## src/rtl/sdram_host_port_if.sv

```systemverilog
// Request bus between the host port (master) and the SDRAM memory controller (slave).
interface sdram_host_port_if;
  logic        mc_read;
  logic        mc_write;
  logic        mc_refresh;
  logic [23:0] mc_addr;
  logic [15:0] mc_din;
  logic [1:0]  mc_wdm;
  logic [15:0] mc_dout;
  logic        mc_busy;

  modport master (
    output mc_read, mc_write, mc_refresh, mc_addr, mc_din, mc_wdm,
    input  mc_dout, mc_busy
  );

  modport slave (
    input  mc_read, mc_write, mc_refresh, mc_addr, mc_din, mc_wdm,
    output mc_dout, mc_busy
  );
endinterface

```

## src/rtl/sdram_host_port.sv

```systemverilog
// Byte-wide CPU to 16-bit SDRAM controller bridge with periodic auto-refresh arbitration.
module sdram_host_port #(
  parameter int unsigned REFRESH_CYCLES = 810,
  parameter int unsigned ISSUE_TIMEOUT  = 3
) (
  input  logic              clk,
  input  logic              resetn,
  input  logic              cpu_req,
  input  logic              cpu_we,
  input  logic [23:0]       cpu_addr,
  input  logic [7:0]        cpu_din,
  output logic [7:0]        cpu_dout,
  output logic              cpu_ready,
  output logic              cpu_ack,
  output logic              refresh_miss,
  output logic              timeout_err,
  sdram_host_port_if.master mc
);

  localparam int unsigned RefW = $clog2(REFRESH_CYCLES + 1);
  localparam int unsigned ToW  = $clog2(ISSUE_TIMEOUT + 1);
  localparam logic [RefW-1:0] RefReload = RefW'(REFRESH_CYCLES - 1);
  localparam logic [ToW-1:0]  ToLast    = ToW'(ISSUE_TIMEOUT - 1);

  typedef enum logic [2:0] {StInit, StIdle, StIssue, StWaitHi, StWaitLo, StDone} state_e;
  typedef enum logic [1:0] {OpRead, OpWrite, OpRefresh} op_e;

  state_e          state_q;
  op_e             op_q;
  logic [23:0]     addr_q;
  logic [7:0]      din_q;
  logic [RefW-1:0] ref_cnt_q;
  logic            ref_pend_q;
  logic [ToW-1:0]  to_cnt_q;

  always_ff @(posedge clk) begin
    if (!resetn) begin
      state_q       <= StInit;
      op_q          <= OpRead;
      addr_q        <= '0;
      din_q         <= '0;
      ref_cnt_q     <= RefReload;
      ref_pend_q    <= 1'b0;
      to_cnt_q      <= '0;
      mc.mc_read    <= 1'b0;
      mc.mc_write   <= 1'b0;
      mc.mc_refresh <= 1'b0;
      mc.mc_addr    <= '0;
      mc.mc_din     <= '0;
      mc.mc_wdm     <= 2'b00;
      cpu_dout      <= '0;
      cpu_ready     <= 1'b0;
      cpu_ack       <= 1'b0;
      refresh_miss  <= 1'b0;
      timeout_err   <= 1'b0;
    end else begin
      mc.mc_read    <= 1'b0;
      mc.mc_write   <= 1'b0;
      mc.mc_refresh <= 1'b0;
      cpu_ack       <= 1'b0;

      unique case (state_q)
        StInit: begin
          if (!mc.mc_busy) begin
            state_q   <= StIdle;
            cpu_ready <= 1'b1;
          end
        end
        StIdle: begin
          if (ref_pend_q) begin
            op_q       <= OpRefresh;
            ref_pend_q <= 1'b0;
            cpu_ready  <= 1'b0;
            state_q    <= StIssue;
          end else if (cpu_req) begin
            op_q      <= cpu_we ? OpWrite : OpRead;
            addr_q    <= cpu_addr;
            din_q     <= cpu_din;
            cpu_ready <= 1'b0;
            state_q   <= StIssue;
          end
        end
        StIssue: begin
          if (!mc.mc_busy) begin
            mc.mc_read    <= (op_q == OpRead);
            mc.mc_write   <= (op_q == OpWrite);
            mc.mc_refresh <= (op_q == OpRefresh);
            mc.mc_addr    <= {1'b0, addr_q[23:1]};
            mc.mc_din     <= {din_q, din_q};
            // Mask the lane that is not being written.
            mc.mc_wdm     <= (op_q == OpWrite) ? (addr_q[0] ? 2'b01 : 2'b10) : 2'b00;
            to_cnt_q      <= '0;
            state_q       <= StWaitHi;
          end
        end
        StWaitHi: begin
          if (mc.mc_busy) begin
            state_q <= StWaitLo;
          end else if (to_cnt_q == ToLast) begin
            timeout_err <= 1'b1;
            if (op_q == OpRead) cpu_dout <= 8'hFF;
            cpu_ack <= (op_q != OpRefresh);
            state_q <= StDone;
          end else begin
            to_cnt_q <= to_cnt_q + ToW'(1);
          end
        end
        StWaitLo: begin
          if (!mc.mc_busy) begin
            if (op_q == OpRead) cpu_dout <= addr_q[0] ? mc.mc_dout[15:8] : mc.mc_dout[7:0];
            cpu_ack <= (op_q != OpRefresh);
            state_q <= StDone;
          end
        end
        StDone: begin
          cpu_ready <= 1'b1;
          state_q   <= StIdle;
        end
        default: state_q <= StInit;
      endcase

      // Placed after the FSM so an expiry in the same cycle as a grant keeps the new request.
      if (state_q != StInit) begin
        if (ref_cnt_q == '0) begin
          ref_cnt_q  <= RefReload;
          ref_pend_q <= 1'b1;
          if (ref_pend_q) refresh_miss <= 1'b1;
        end else begin
          ref_cnt_q <= ref_cnt_q - RefW'(1);
        end
      end
    end
  end

endmodule

```

## src/flat_wrapper.sv

```systemverilog
// flat-port wrapper written by rule: the top's interface ports become plain ports
module sdram_host_port_flat 
#(
  parameter int unsigned REFRESH_CYCLES = 810,
  parameter int unsigned ISSUE_TIMEOUT  = 3
)
  (clk, resetn, cpu_req, cpu_we, cpu_addr, cpu_din, cpu_dout, cpu_ready, cpu_ack, refresh_miss, timeout_err, mc_mc_read, mc_mc_write, mc_mc_refresh, mc_mc_addr, mc_mc_din, mc_mc_wdm, mc_mc_dout, mc_mc_busy);
  sdram_host_port_if mc_i ();
  input  logic clk;
  input  logic resetn;
  input  logic cpu_req;
  input  logic cpu_we;
  input  logic [23:0] cpu_addr;
  input  logic [7:0] cpu_din;
  output logic [7:0] cpu_dout;
  output logic cpu_ready;
  output logic cpu_ack;
  output logic refresh_miss;
  output logic timeout_err;
  output wire logic [$bits(mc_i.mc_read)-1:0] mc_mc_read;
  output wire logic [$bits(mc_i.mc_write)-1:0] mc_mc_write;
  output wire logic [$bits(mc_i.mc_refresh)-1:0] mc_mc_refresh;
  output wire logic [$bits(mc_i.mc_addr)-1:0] mc_mc_addr;
  output wire logic [$bits(mc_i.mc_din)-1:0] mc_mc_din;
  output wire logic [$bits(mc_i.mc_wdm)-1:0] mc_mc_wdm;
  input wire logic [$bits(mc_i.mc_dout)-1:0] mc_mc_dout;
  input wire logic [$bits(mc_i.mc_busy)-1:0] mc_mc_busy;
  assign mc_mc_read = mc_i.mc_read;
  assign mc_mc_write = mc_i.mc_write;
  assign mc_mc_refresh = mc_i.mc_refresh;
  assign mc_mc_addr = mc_i.mc_addr;
  assign mc_mc_din = mc_i.mc_din;
  assign mc_mc_wdm = mc_i.mc_wdm;
  assign mc_i.mc_dout = mc_mc_dout;
  assign mc_i.mc_busy = mc_mc_busy;
  sdram_host_port #(.REFRESH_CYCLES(REFRESH_CYCLES), .ISSUE_TIMEOUT(ISSUE_TIMEOUT)) u_core (.clk(clk), .resetn(resetn), .cpu_req(cpu_req), .cpu_we(cpu_we), .cpu_addr(cpu_addr), .cpu_din(cpu_din), .cpu_dout(cpu_dout), .cpu_ready(cpu_ready), .cpu_ack(cpu_ack), .refresh_miss(refresh_miss), .timeout_err(timeout_err), .mc(mc_i));
endmodule
```

## config.mk

```make
export PLATFORM = sky130hd
export DESIGN_NAME = sdram_host_port_flat
export DESIGN_NICKNAME = d
export VERILOG_FILES = /design/src/rtl/sdram_host_port_if.sv /design/src/rtl/sdram_host_port.sv /design/src/flat_wrapper.sv
export SDC_FILE = /design/constraint.sdc
export NUM_CORES = 1
export LEC_CHECK = 0
export BUFFER_PORTS_ARGS = -buffer_cell sky130_fd_sc_hd__buf_2
export CAP_MARGIN = 20
export CORE_UTILIZATION = 55
export CTS_BUF_LIST = sky130_fd_sc_hd__clkbuf_8
export CTS_CLUSTER_SIZE = 10
export DETAILED_ROUTE_END_ITERATION = 16
export PLACE_DENSITY = 0.83
export SLEW_MARGIN = 40
export SYNTH_ARGS = -nofsm -noshare
export SYNTH_HDL_FRONTEND = slang
export SYNTH_SLANG_ARGS = --single-unit
```

## constraint.sdc

```tcl
create_clock -name clk -period 2.3 [get_ports clk]
set_input_delay 0.23 -clock clk [delete_from_list [all_inputs] [get_ports clk]]
set_output_delay 0.23 -clock clk [all_outputs]
set_load 0.01 [all_outputs]
```

# Word-level counts from Yosys, hierarchy flattened
# Cells that the tools add are included.
# W data, S select, Z words.
# word_totals
regBits	106
output_inout_bits	57
elab_cells	97
# classes
bitwise	4
n_addsub	2
n_reduce_logical	18
eq_ne	19
muxes	36
# op_table
cell	n
$mux W8	6
$mux W3	7
$pmux W3 S6	1
$pmux W8 S2	1
$mux W2	7
$ne A2 B2 Y1 const B	6
$reduce_and A3 Y1	4
$logic_not A10 Y1	1
$mux W1	10
$mux W10	1
$sub A10 B1 Y10 const B	1
$eq A3 B2 Y1 const B	2
$eq A3 B3 Y1 const B	2
$ne A2 B1 Y1 const B	3
$ne A3 B2 Y1 const B	2
$reduce_and A6 Y1	1
$reduce_bool A2 Y1	3
$reduce_bool A3 Y1	2
$reduce_and A5 Y1	1
$eq A2 B2 Y1 const B	2
$not A1 Y1	4
$pmux W2 S2	1
$reduce_and A2 Y1	2
$reduce_and A4 Y1	1
8 further kinds	8

# Longest topological paths before layout
# Gate-level depths: netlist of run 1.
# logic_depth
word_depth	5
ltp_mapped	7
mapped_depth_nobuf	6

# Worst setup path after synthesis of run 1
# OpenSTA, ideal clock, no wires.
# synth_timing
path_type	register -> register
startpoint	register u_core.ref_cnt_q[0]
endpoint	register u_core.ref_cnt_q[9]
slack_ps	844
synth_period_minus_slack_ps	1456
arrival_time_ps	1319
required_ps	2163
stages_incl_launch_ff	5
n_path_buf	0
setup_time_ps	137
path_cell_list	dfxtp_1 -> or4_1 -> nand2b_4 -> o41ai_1 -> nand3_1
# synth_between
elab_chain_cells	2
elab_cells_between_ends	3
classes_between	1 x add/sub; 1 x mux; 1 x reduce/logical
# synth_rtl
element	line	text
start: declaration	sdram_host_port.sv:32	logic [RefW-1:0] ref_cnt_q;
start signal: assignment	sdram_host_port.sv:42	ref_cnt_q <= RefReload;
start signal: assignment	sdram_host_port.sv:125	ref_cnt_q <= RefReload;
start signal: assignment	sdram_host_port.sv:129	ref_cnt_q <= ref_cnt_q - RefW'(1);
$sub A10 B1 Y10 or $logic_not A10 Y1 (tied branches)	sdram_host_port.sv:129, sdram_host_port.sv:124	
$mux W10 *	sdram_host_port.sv:124	if (ref_cnt_q == '0) begin
# Mark *: on every way between the ends. The rest lies on a longest branch, timed or not.
# A chain may end at the register's enable or synchronous reset.

# Final worst setup path of run 1
# layout_timing
startpoint	register u_core.state_q[0]
endpoint	register u_core.ref_cnt_q[6]
# layout_between
elab_chain_cells	1
# layout_rtl
element	line	text
start: declaration	sdram_host_port.sv:28	state_e state_q;
start signal: assignment	sdram_host_port.sv:38	state_q <= StInit;
start signal: assignment	sdram_host_port.sv:65	state_q <= StIdle;
start signal: assignment	sdram_host_port.sv:74	state_q <= StIssue;
$reduce_bool A3 Y1	sdram_host_port.sv:123	if (state_q != StInit) begin
# Every way passes these cells.

==> run_results.csv, run 1 <==
group,metric,value,unit
critical_path,critPathCaptureType,"register",
grt,grt_pass1_vias,3037,
critical_path,critPathMaxFanout,13,
place,place_ws,0.6011,ns
yosys,yosysUniqueCellTypes,52,
clock_network,clk_path_buf_depth,2,
sta,fin_crit,1.703,ns
grt,grt_busiest_layer,"met2",
critical_path,worstSetupPathType,"reg -> reg",
power_and_ir_drop,power_density,664.0,nW/µm²
outcome,status,"finished, final reports clean",
clock_network,cts_sinks,98,
grt,grt_pass1_wl,13330,µm
yosys,synthTopCellsByArea,"dfxtp_1 49%, nand2_1 11%, nand3_1 5.5%",
cells_and_area,final_layout_size_suffix_gt1_frac,0.2424,
floorplanning,ios,110,
critical_path,r2r_cells,4,
grt,antenna_found_initial,0,
critical_path,worstPathRequired,2.58,ns
worst_hold_path,worstHoldStart,"cpu_addr[14]",
grt,grt.overflow.total,0,
critical_path,r2r_end,"u_core.ref_cnt_q[6]$_SDFFE_PN0P_",
yosys,syn_inst,475,
detailed_routing,ant_nets,0,
worst_hold_path,min_path_cells,3,
clock_network,numCtsBuffers,9,
detailed_routing,drt-vias-per-instance,5.298,
yosys,synth_nets,530,
floorplanning,die_h,87.11,µm
worst_hold_path,min-delay-path-class,"in -> reg",
floorplanning,fp.coreArea,6907,µm²
floorplanning,fp-row-count,30,
yosys,mappedNetlistArea,3984,µm²
detailed_routing,wl_per_cell,12.31,µm
floorplanning,start_util,0.5768,
grt,grt_usage,0.2229,
grt,use_met3,0.04834,
clock_network,cts_htree_levels,3,
yosys,yosysTopAreaCell,"dfxtp_1",
cells_and_area,fin_nets,611,
sta,hold_viol_final,0,
grt,grt_max_degree,73,
cells_and_area,antenna_cells,0,
yosys,async_reset_ff_frac,0,
critical_path,r2r_start,"u_core.state_q[0]$_SDFFE_PN0P_",
detailed_routing,wl,8087,µm
sta,final.setup.tns,0,ns
worst_hold_path,min_to,"u_core.addr_q[14]$_SDFFE_PN0P_",
sta,finalSetupViolCount,0,
detailed_routing,vias,3481,
sta,timing.fmax,0.5872,GHz
clock_network,cts_tree,"built",
grt,grt_use_met2,0.3579,
place,globalplace.congestion,0.8597,
sta,slew_headroom,0.6040,
clock_network,cts_hold_buf,0,
detailed_routing,firstDrtPassIters,5,
sta,clock_skew,0.01239,ns
place,port_buffers,108,
yosys,ys_ff_latch,98,
clock_network,clk_latency,0.36,ns
detailed_routing,drt-initial-drc-count,160,
yosys,synth_flop_cell,"dfxtp_1",
yosys,synth.avg_cell_area,8.387,µm²
yosys,synth-edff-count,0,
sta,report.final.slew_viol_count,0,
clock_network,ctsResizeCount,0,
critical_path,reg2reg_slack,0.60,ns
floorplanning,die_w,87.11,µm
yosys,synth_warnings,0,
yosys,seq_area_frac_synth,0.4925,
critical_path,arrival,1.98,ns
sta,grt_setup_unrepaired,"no",
sta,setup_ws,0.5969,ns
flow_run,cap_violations,0,
floorplanning,die-area,7587,µm²
clock_network,root_buffer,"clkbuf_8",
power_and_ir_drop,ir_drop,0.2856,mV
cells_and_area,area_growth,17.71,%
clock_network,cts_setup_buffers,0,
grt,use_met1,0.2858,
critical_path,critPathLaunchType,"register",
sta,post-route-period-util,0.7405,
yosys,synth_top_area_frac,0.4925,
clock_network,clk_transition_reported_paths,0.09,ns
detailed_routing,drc,0,
power_and_ir_drop,power_leakage,1.910,nW
place,hpwl,5521,µm
sta,worstMarginPinSlew,0.5933,ns
## per-layer routing
metal  part of all wire  routed length (µm)  up-vias
li1                   -                   -     1760
met1               0.45                3662     1588
met2               0.46                3727      117
met3              0.062                 505       16
met4              0.024                 191        0
met5                  0                   0        -
## worst max-delay path, cell delays in order, from the launching register on
cell,delay (ns)
dfxtp_1,0.57
or3_1,0.34
nand3_2,0.18
or3b_1,0.39
a21boi_0,0.15
## cells by family (layout without fill, tap and decap cells)
group,Yosys count,count (layout),share of synthesized area
XOR/XNOR,6,6,0.01319
AO/OA/AOI/OAI,100,100,0.1643
other,1,1,0.0009413
AND/OR/NAND/NOR,208,208,0.2406
multiplexers,8,8,0.02010
buffers and inverters,52,138,0.06219
adder cells (fa/ha/maj),2,2,0.006280
flip-flops,98,98,0.4925
## area by class of cell
cell class	instances	area, µm²
clock buffers	9	123.9
clock inverters	7	70.07
fillers	601	2217
inverters	7	26.28
multi-input cells	325	1779
flip-flops and latches	98	1962
well taps	96	120.1
repair buffers	115	608.1
## power breakdown
part / switching [mW] / internal, mW
registers: 0.0379 / 1.74
logic: 0.144 / 0.108
clock network: 0.581 / 0.503
total: 0.763 / 2.35
## through the flow
| stage | utilization | hold slack (ns) | instance area, µm² | std cells | power [mW] |
|---|---|---|---|---|---|
| after floorplan | - | 0.3604 | 3984 | 475 | 1.983 |
| after global placement | 0.6509 | 0.4347 | 4496 | 641 | 2.061 |
| after detailed placement | 0.6509 | 0.4415 | 4496 | 641 | 2.070 |
| after CTS | 0.6790 | 0.07802 | 4690 | 657 | 3.135 |
| after global routing | 0.6790 | 0.08320 | 4690 | 657 | 3.254 |
| final | 0.6790 | 0.08398 | 4690 | 657 | 3.114 |
## flip-flops by register name, summed over array words and instances (netlist names)
| name | cells |
|---|---|
| u_core.addr_q | 24 |
| u_core.mc.mc_addr | 23 |
| u_core.ref_cnt_q | 10 |
| u_core.cpu_dout | 8 |
| u_core.din_q | 8 |
| u_core.mc.mc_din | 8 |
| u_core.state_q | 3 |
| u_core.mc.mc_wdm | 2 |
| u_core.op_q | 2 |
| u_core.to_cnt_q | 2 |
| u_core.cpu_ack | 1 |
| u_core.cpu_ready | 1 |
| u_core.mc.mc_read | 1 |
| u_core.mc.mc_refresh | 1 |
| u_core.mc.mc_write | 1 |
| u_core.ref_pend_q | 1 |
| u_core.refresh_miss | 1 |
| u_core.timeout_err | 1 |
## cells in the mapped netlist (all sizes together) (3+ instances only)
| library cell | n |
|---|---|
| nand2 | 122 |
| dfxtp | 98 |
| o21ai | 46 |
| nand3 | 45 |
| a21boi | 33 |
| buf | 26 |
| clkbuf | 19 |
| nor2 | 12 |
| nor3 | 9 |
| mux2i | 8 |
| inv | 7 |
| xnor2 | 5 |
| nor3b | 4 |
| o21a | 3 |
| o41ai | 3 |
## worst max-delay path by stage
stage                                     start                                to  slack (ns)
3_5_place_dp     u_core.state_q[0]$_SDFFE_PN0P_  u_core.ref_cnt_q[6]$_SDFFE_PN0P_        0.60
5_1_grt          u_core.state_q[0]$_SDFFE_PN0P_  u_core.ref_cnt_q[6]$_SDFFE_PN0P_        0.43
3_3_place_gp     u_core.state_q[0]$_SDFFE_PN0P_  u_core.ref_cnt_q[6]$_SDFFE_PN0P_        0.70
6_report         u_core.state_q[0]$_SDFFE_PN0P_  u_core.ref_cnt_q[6]$_SDFFE_PN0P_        0.60
2_1_floorplan  u_core.ref_cnt_q[0]$_SDFFE_PN1P_  u_core.ref_cnt_q[9]$_SDFFE_PN1P_        0.84
4_1_cts          u_core.state_q[0]$_SDFFE_PN0P_  u_core.ref_cnt_q[6]$_SDFFE_PN0P_        0.59
## layout by cell type (no fill, tap or decap), drive strengths merged, types with 3 or more instances in the layout
cell type	n
inv	11
o21a	3
nor2	12
nor3	9
buf	115
a21boi	33
dfxtp	98
xnor2	5
o21ai	46
o41ai	3
nand2	122
clkbuf	9
nand3	45
mux2i	8
nor3b	4
Note: power is estimated with default switching activity, not from simulation.
==> run 2: changes to the inputs <==
--- a/config.mk
+++ b/config.mk
@@ -5,13 +5,14 @@
 export SDC_FILE = /design/constraint.sdc
 export NUM_CORES = 1
 export LEC_CHECK = 0
+export ABC_AREA = 1
 export BUFFER_PORTS_ARGS = -buffer_cell sky130_fd_sc_hd__buf_2
 export CAP_MARGIN = 20
-export CORE_UTILIZATION = 55
+export CORE_UTILIZATION = 54
 export CTS_BUF_LIST = sky130_fd_sc_hd__clkbuf_8
 export CTS_CLUSTER_SIZE = 10
 export DETAILED_ROUTE_END_ITERATION = 16
-export PLACE_DENSITY = 0.83
+export PLACE_DENSITY = 0.82
 export SLEW_MARGIN = 40
 export SYNTH_ARGS = -nofsm -noshare
 export SYNTH_HDL_FRONTEND = slang
==> constraint.sdc (replaced) <==
create_clock -name clk -period 1.7 [get_ports clk]
set_input_delay 0.17 -clock clk [delete_from_list [all_inputs] [get_ports clk]]
set_output_delay 0.17 -clock clk [all_outputs]
set_load 0.01 [all_outputs]
==> run 2 against run 1 <==
  * First-iteration DRC count fell by 5.0%
  * Clock skew fell by 0.0010 ns
  * Synthesized cell count rose by 12%
  * Sequential share of layout area fell by 0.62 points
  * Register-to-register slack got worse by 0.46 ns
  * Sequential power rose by 72%
  * Cell count rose by 11%
  * Final area rose by 1.5%
  * Combinational power rose to 9.3 times the previous value
  * Utilization fell by 1.9 points
  * Power rose by 130%
  * Flip-flop and latch count did not move
==> run_results.csv, run 2 <==
group,metric,value,unit
outcome,status,"finished, final reports clean",
critical_path,critPathMaxFanout,12,
cells_and_area,finalInstanceArea,4760,µm²
detailed_routing,firstDrtPassIters,4,
sta,grt_setup_unrepaired,"no",
grt,grt.overflow.total,0,
power_and_ir_drop,power_density,1476,nW/µm²
critical_path,worstPathRequired,1.97,ns
yosys,synthTopCellsByArea,"dfxtp_1 49%, nor2_1 15%, o21ai_0 7.7%",
floorplanning,fp.coreArea,7214,µm²
clock_network,clk_transition_reported_paths,0.09,ns
yosys,synth_top_area_frac,0.4888,
detailed_routing,drt-vias-per-instance,4.982,
yosys,synthTopCellsByCount,"160 x nor2_1, 98 x dfxtp_1, 62 x o21ai_0",
yosys,yosysUniqueCellTypes,33,
power_and_ir_drop,power.internal,4.450,mW
cells_and_area,final_layout_size_suffix_gt1_frac,0.2377,
detailed_routing,drt-initial-drc-count,152,
clock_network,numCtsBuffers,9,
cells_and_area,mostFrequentLayoutCells,"160 x nor2_1, 108 x buf_2, 98 x dfxtp_1",
yosys,synth_nets,588,
clock_network,clk_latency,0.35,ns
floorplanning,ios,110,
yosys,synth_flop_cell,"dfxtp_1",
floorplanning,start_util,0.5564,
grt,grt_max_degree,33,
detailed_routing,ant_nets,0,
yosys,syn_inst,533,
clock_network,cts_tree,"built",
sta,report.final.slew_viol_count,0,
cells_and_area,finish.utilization,0.6597,
cells_and_area,fin_nets,681,
sta,final.setup.tns,0,ns
clock_network,clk_path_buf_depth,2,
power_and_ir_drop,p_switching,2.575,mW
sta,timing.fmax,0.6409,GHz
cells_and_area,largest_register_ffs,24,
power_and_ir_drop,switching_share,0.3666,
place,globalplace.congestion,0.9312,
critical_path,critPathCaptureType,"register",
clock_network,cts_setup_buffers,0,
clock_network,cts_htree_levels,3,
sta,finalSetupViolCount,0,
yosys,ys_ff_latch,98,
critical_path,critPathLaunchType,"register",
critical_path,arrival,1.83,ns
clock_network,cts_sinks,98,
power_and_ir_drop,comb_power_share,0.335,
sta,hold_viol_final,0,
power_and_ir_drop,power_leakage,2.169,nW
cells_and_area,top_register,"u_core.addr_q",
yosys,synth-edff-count,0,
sta,clock_skew,0.01137,ns
detailed_routing,wl,8491,µm
detailed_routing,wl_per_cell,11.63,µm
grt,grt_pass1_vias,3207,
detailed_routing,drc,0,
clock_network,root_buffer,"clkbuf_8",
grt,grt_pass1_wl,13670,µm
detailed_routing,vias,3637,
yosys,mappedNetlistArea,4014,µm²
power_and_ir_drop,ir_drop,0.6639,mV
yosys,synth_most_common_cell,"nor2_1",
yosys,seq_area_frac_synth,0.4888,
yosys,synth_warnings,0,
sta,fin_crit,1.560,ns
power_and_ir_drop,pwr-share-clk,0.228,
sta,post-route-period-util,0.9179,
floorplanning,die_w,88.22,µm
critical_path,worstSetupPathType,"reg -> reg",
floorplanning,die_h,88.22,µm
yosys,synth.avg_cell_area,7.531,µm²
cells_and_area,antenna_cells,0,
grt,grt_usage,0.2239,
yosys,yosysTopAreaCell,"dfxtp_1",
flow_run,cap_violations,0,
cells_and_area,layout_commonest_cell,"nor2_1",
place,placed_area,4534,µm²
floorplanning,die-area,7782,µm²
place,port_buffers,108,
place,hpwl,6062,µm
cells_and_area,reg.largest.list,"u_core.addr_q (24), u_core.mc.mc_addr (23), u_core.ref_cnt_q (10)",
grt,antenna_found_initial,0,
worst_hold_path,min-delay-path-class,"in -> reg",
power_and_ir_drop,seq_power_share,0.437,
yosys,async_reset_ff_frac,0,
cells_and_area,area_growth,18.58,%
floorplanning,fp-row-count,31,
==> run 2: what timing repair did <==
action | in CTS | in global routing
hold buffers | 0 | 0
resized for setup | 0 | 3
setup endpoints to repair | 0 | 42
==> run 2: through the flow <==
step	cells	setup slack [ns]	hold slack [ns]	power [mW]
2_1_floorplan	533	0.4288	0.2386	4.936
3_5_place_dp	714	0.06677	0.4284	5.459
6_report	730	0.1396	0.06504	7.025
5_1_grt	730	0.004511	0.06316	7.565
3_3_place_gp	714	0.1484	0.4199	5.371
4_1_cts	730	0.06691	0.05509	7.056
==> run 2: per-layer routing <==
metal | track usage | part of all wire | vias up
met3 | 0.05037 | 0.059 | 7
met5 | 0 | 0 | -
li1 | - | - | 1893
met2 | 0.3846 | 0.46 | 99
met4 | 0.07625 | 0.0080 | 0
met1 | 0.2778 | 0.47 | 1638
==> run 2: final cells by class <==
| cell class | count | area (µm²) |
|---|---|---|
| clock buffers | 9 | 123.9 |
| clock inverters | 7 | 95.09 |
| fillers | 678 | 2455 |
| inverters | 28 | 110.1 |
| multi-input cells | 372 | 1724 |
| flip-flops and latches | 98 | 1962 |
| well taps | 99 | 123.9 |
| repair buffers | 117 | 620.6 |
==> run 2: worst paths after layout <==
path / startpoint / depth (start not counted) / slack (ns) / end
min: cpu_addr[15] / 3 / 0.07 / u_core.addr_q[15]$_SDFFE_PN0P_
min reg2reg: u_core.to_cnt_q[0]$_SDFFE_PN0P_ / 1 / 0.47 / u_core.to_cnt_q[0]$_SDFFE_PN0P_
max: u_core.state_q[2]$_SDFFE_PN0P_ / 7 / 0.14 / u_core.mc.mc_write$_SDFF_PP0_
max reg2reg: u_core.state_q[2]$_SDFFE_PN0P_ / 7 / 0.14 / u_core.mc.mc_write$_SDFF_PP0_
==> run 2: power groups by stage <==
stage | Clock, mW | Sequential [mW] | Combinational [mW]
2_1_floorplan | 0 | 3.11 | 1.83
3_3_place_gp | 0 | 3.10 | 2.28
3_5_place_dp | 0 | 3.12 | 2.34
4_1_cts | 1.64 | 3.07 | 2.35
5_1_grt | 1.74 | 3.13 | 2.70
6_report | 1.61 | 3.07 | 2.35
==> run 2: kinds of logic after synthesis <==
group | count (synthesis) | share of synthesized area
flip-flops | 98 | 0.4888
adder cells (fa/ha/maj) | 2 | 0.006233
AO/OA/AOI/OAI | 101 | 0.1278
other | 1 | 0.0009343
buffers and inverters | 63 | 0.08292
XOR/XNOR | 3 | 0.006547
AND/OR/NAND/NOR | 265 | 0.2868
==> run 2: worst max-delay path: stages, from the launching register on <==
cell and delay (ns):
dfxtp_1 0.40, inv_4 0.14, nand2_1 0.09, nor2_2 0.18, nand2_4 0.13, inv_2 0.19, nand2_1 0.16, nor3_1 0.19
==> run 3: changes to the inputs <==
--- a/config.mk
+++ b/config.mk
@@ -8,11 +8,13 @@
 export ABC_AREA = 1
 export BUFFER_PORTS_ARGS = -buffer_cell sky130_fd_sc_hd__buf_2
 export CAP_MARGIN = 20
-export CORE_UTILIZATION = 54
+export CELL_PAD_IN_SITES_DETAIL_PLACEMENT = 0
+export CELL_PAD_IN_SITES_GLOBAL_PLACEMENT = 1
+export CORE_UTILIZATION = 38
 export CTS_BUF_LIST = sky130_fd_sc_hd__clkbuf_8
 export CTS_CLUSTER_SIZE = 10
 export DETAILED_ROUTE_END_ITERATION = 16
-export PLACE_DENSITY = 0.82
+export PLACE_DENSITY_LB_ADDON = 0.1
 export SLEW_MARGIN = 40
 export SYNTH_ARGS = -nofsm -noshare
 export SYNTH_HDL_FRONTEND = slang
==> run 3 against run 2 <==
  * Clock skew shrank 0.0021 ns
  * Worst setup slack improved by 0.049 ns
  * Die area is 41% higher
  * Utilization shrank 19 points
  * Sequential power about the same
  * First-iteration DRC count fell by 8.6%
  * Critical endpoint is now u_core.mc.mc_din[9]$_SDFFE_PN0P_
  * Final area is 0.97% higher
  * Via count decreased by 0.93%
  * Clock power shrank 16%
  * Hold slack got worse by 0.010 ns
  * Largest power group unchanged
  * Highest routed layer unchanged
==> run_results.csv, run 3 (synthesis gave the netlist of run 2 again) <==
group,metric,value,unit
outcome,status,"finished, final reports clean",
detailed_routing,drc,0,
clock_network,numCtsBuffers,9,
critical_path,critPathCaptureType,"register",
clock_network,cts_setup_buffers,0,
power_and_ir_drop,power_leakage,2.176,nW
sta,final.setup.tns,0,ns
floorplanning,ios,110,
cells_and_area,mostFrequentLayoutCells,"160 x nor2_1, 108 x buf_2, 97 x dfxtp_1",
grt,grt.overflow.total,0,
clock_network,cts_htree_levels,3,
power_and_ir_drop,ir_drop,0.5136,mV
grt,antenna_found_initial,1,
sta,fin_crit,1.511,ns
detailed_routing,wl,9259,µm
sta,timing.fmax,0.6618,GHz
sta,grt_setup_unrepaired,"no",
critical_path,critPathMaxFanout,12,
grt,grt_max_degree,41,
clock_network,cts_sinks,98,
critical_path,endpoint,"u_core.mc.mc_din[9]$_SDFFE_PN0P_",
critical_path,r2r_start,"u_core.state_q[1]$_SDFFE_PN0P_",
floorplanning,die_w,104.8,µm
floorplanning,start_util,0.3906,
floorplanning,die-area,10980,µm²
detailed_routing,ant_nets,0,
cells_and_area,layout_commonest_cell,"nor2_1",
cells_and_area,reg.largest.list,"u_core.addr_q (24), u_core.mc.mc_addr (23), u_core.ref_cnt_q (10)",
detailed_routing,vias,3603,
detailed_routing,wl_per_cell,11.98,µm
clock_network,root_buffer,"clkbuf_8",
cells_and_area,area_growth,19.73,%
power_and_ir_drop,power_density,1419,nW/µm²
sta,post-route-period-util,0.8889,
worst_hold_path,min-delay-path-class,"in -> reg",
sta,report.final.slew_viol_count,0,
clock_network,clk_transition_reported_paths,0.09,ns
cells_and_area,fin_nets,686,
clock_network,cts_hold_buf,0,
floorplanning,die_h,104.8,µm
clock_network,ctsResizeCount,0,
place,globalplace.congestion,0.7909,
sta,hold_viol_final,0,
sta,finalSetupViolCount,0,
floorplanning,fp-row-count,37,
flow_run,cap_violations,0,
critical_path,crit_start,"u_core.state_q[1]$_SDFFE_PN0P_",
cells_and_area,fill_cells,1106,
grt,grt_pass1_vias,3300,
clock_network,clk_latency,0.36,ns
place,hpwl,6439,µm
detailed_routing,firstDrtPassIters,4,
place,port_buffers,108,
sta,clock_skew,0.009281,ns
power_and_ir_drop,total_power,6.821,mW
clock_network,cts_tree,"built",
cells_and_area,finish.utilization,0.4676,
clock_network,clk_path_buf_depth,2,
grt,grt_usage,0.1761,
detailed_routing,drt-initial-drc-count,139,
critical_path,arrival,1.81,ns
critical_path,r2r_end,"u_core.mc.mc_din[9]$_SDFFE_PN0P_",
critical_path,critPathLaunchType,"register",
critical_path,r2r_cells,7,
cells_and_area,final_layout_size_suffix_gt1_frac,0.2453,
grt,grt_pass1_wl,15350,µm
cells_and_area,top_register,"u_core.addr_q",
floorplanning,fp.coreArea,10280,µm²
critical_path,worstPathRequired,2.00,ns
critical_path,worstSetupPathType,"reg -> reg",
detailed_routing,drt-vias-per-instance,4.661,
cells_and_area,largest_register_ffs,24,
critical_path,reg2reg_slack,0.19,ns
==> run 3: critical path: stages, from the launching register on <==
cell and delay, ns:
dfxtp_1 0.50, nand2_1 0.14, nor2_2 0.13, nand2_2 0.08
inv_2 0.20, buf_4 0.24, nor2_1 0.06, nor2_1 0.10
==> run 3: per-stage QoR <==
| step | hold slack [ns] | instance area [µm²] | instances | setup WS, ns |
|---|---|---|---|---|
| CTS | 0.03581 | 4802 | 772 | 0.1612 |
| global placement | 0.4183 | 4631 | 756 | 0.2493 |
| detailed placement | 0.4244 | 4631 | 756 | 0.1985 |
| global route | 0.06121 | 4803 | 772 | 0.01621 |
| floorplan | 0.2386 | 4014 | 533 | 0.4288 |
| finish | 0.05480 | 4806 | 773 | 0.1889 |
==> run 3: worst min path at each step <==
stage | from | endpoint | slack (ns) | cells past startpoint
4_1_cts | cpu_addr[17] | u_core.addr_q[17]$_SDFFE_PN0P_ | 0.04 | 3
6_report | cpu_addr[17] | u_core.addr_q[17]$_SDFFE_PN0P_ | 0.05 | 3
2_1_floorplan | mc_mc_busy | u_core.cpu_ack$_SDFF_PN0_ | 0.24 | 1
5_1_grt | cpu_addr[7] | u_core.addr_q[7]$_SDFFE_PN0P_ | 0.06 | 3
3_5_place_dp | cpu_addr[17] | u_core.addr_q[17]$_SDFFE_PN0P_ | 0.42 | 3
3_3_place_gp | cpu_din[0] | u_core.din_q[0]$_SDFFE_PN0P_ | 0.42 | 3
==> run 3: report_power, final <==
group          switching (mW)  total (mW)  internal [mW]  leakage (nW)
clock network           0.804        1.36          0.560        0.0893
registers               0.310        3.07           2.76         0.798
logic                    1.49        2.39          0.897          1.29
==> run 3: layout make-up <==
| class | instances | area [µm²] | area share |
|---|---|---|---|
| flip-flops and latches | 98 | 1963 | 0.4085 |
| well taps | 136 | 170.2 | 0.03541 |
| multi-input cells | 372 | 1719 | 0.3577 |
| clock inverters | 6 | 33.78 | 0.007029 |
| diodes | 1 | 2.502 | 0.0005207 |
| inverters | 28 | 108.9 | 0.02265 |
| clock buffers | 10 | 137.6 | 0.02864 |
| repair buffers | 122 | 670.6 | 0.1395 |
==> run 3: routing by layer <==
metal  vias to the layer above  wire length (µm)  global-route usage
met5                         -                 0                   0
met4                         0               108             0.06640
met3                         9               485             0.04429
met2                        78              4260              0.2909
met1                      1607              4405              0.2206
li1                       1909                 -                   -
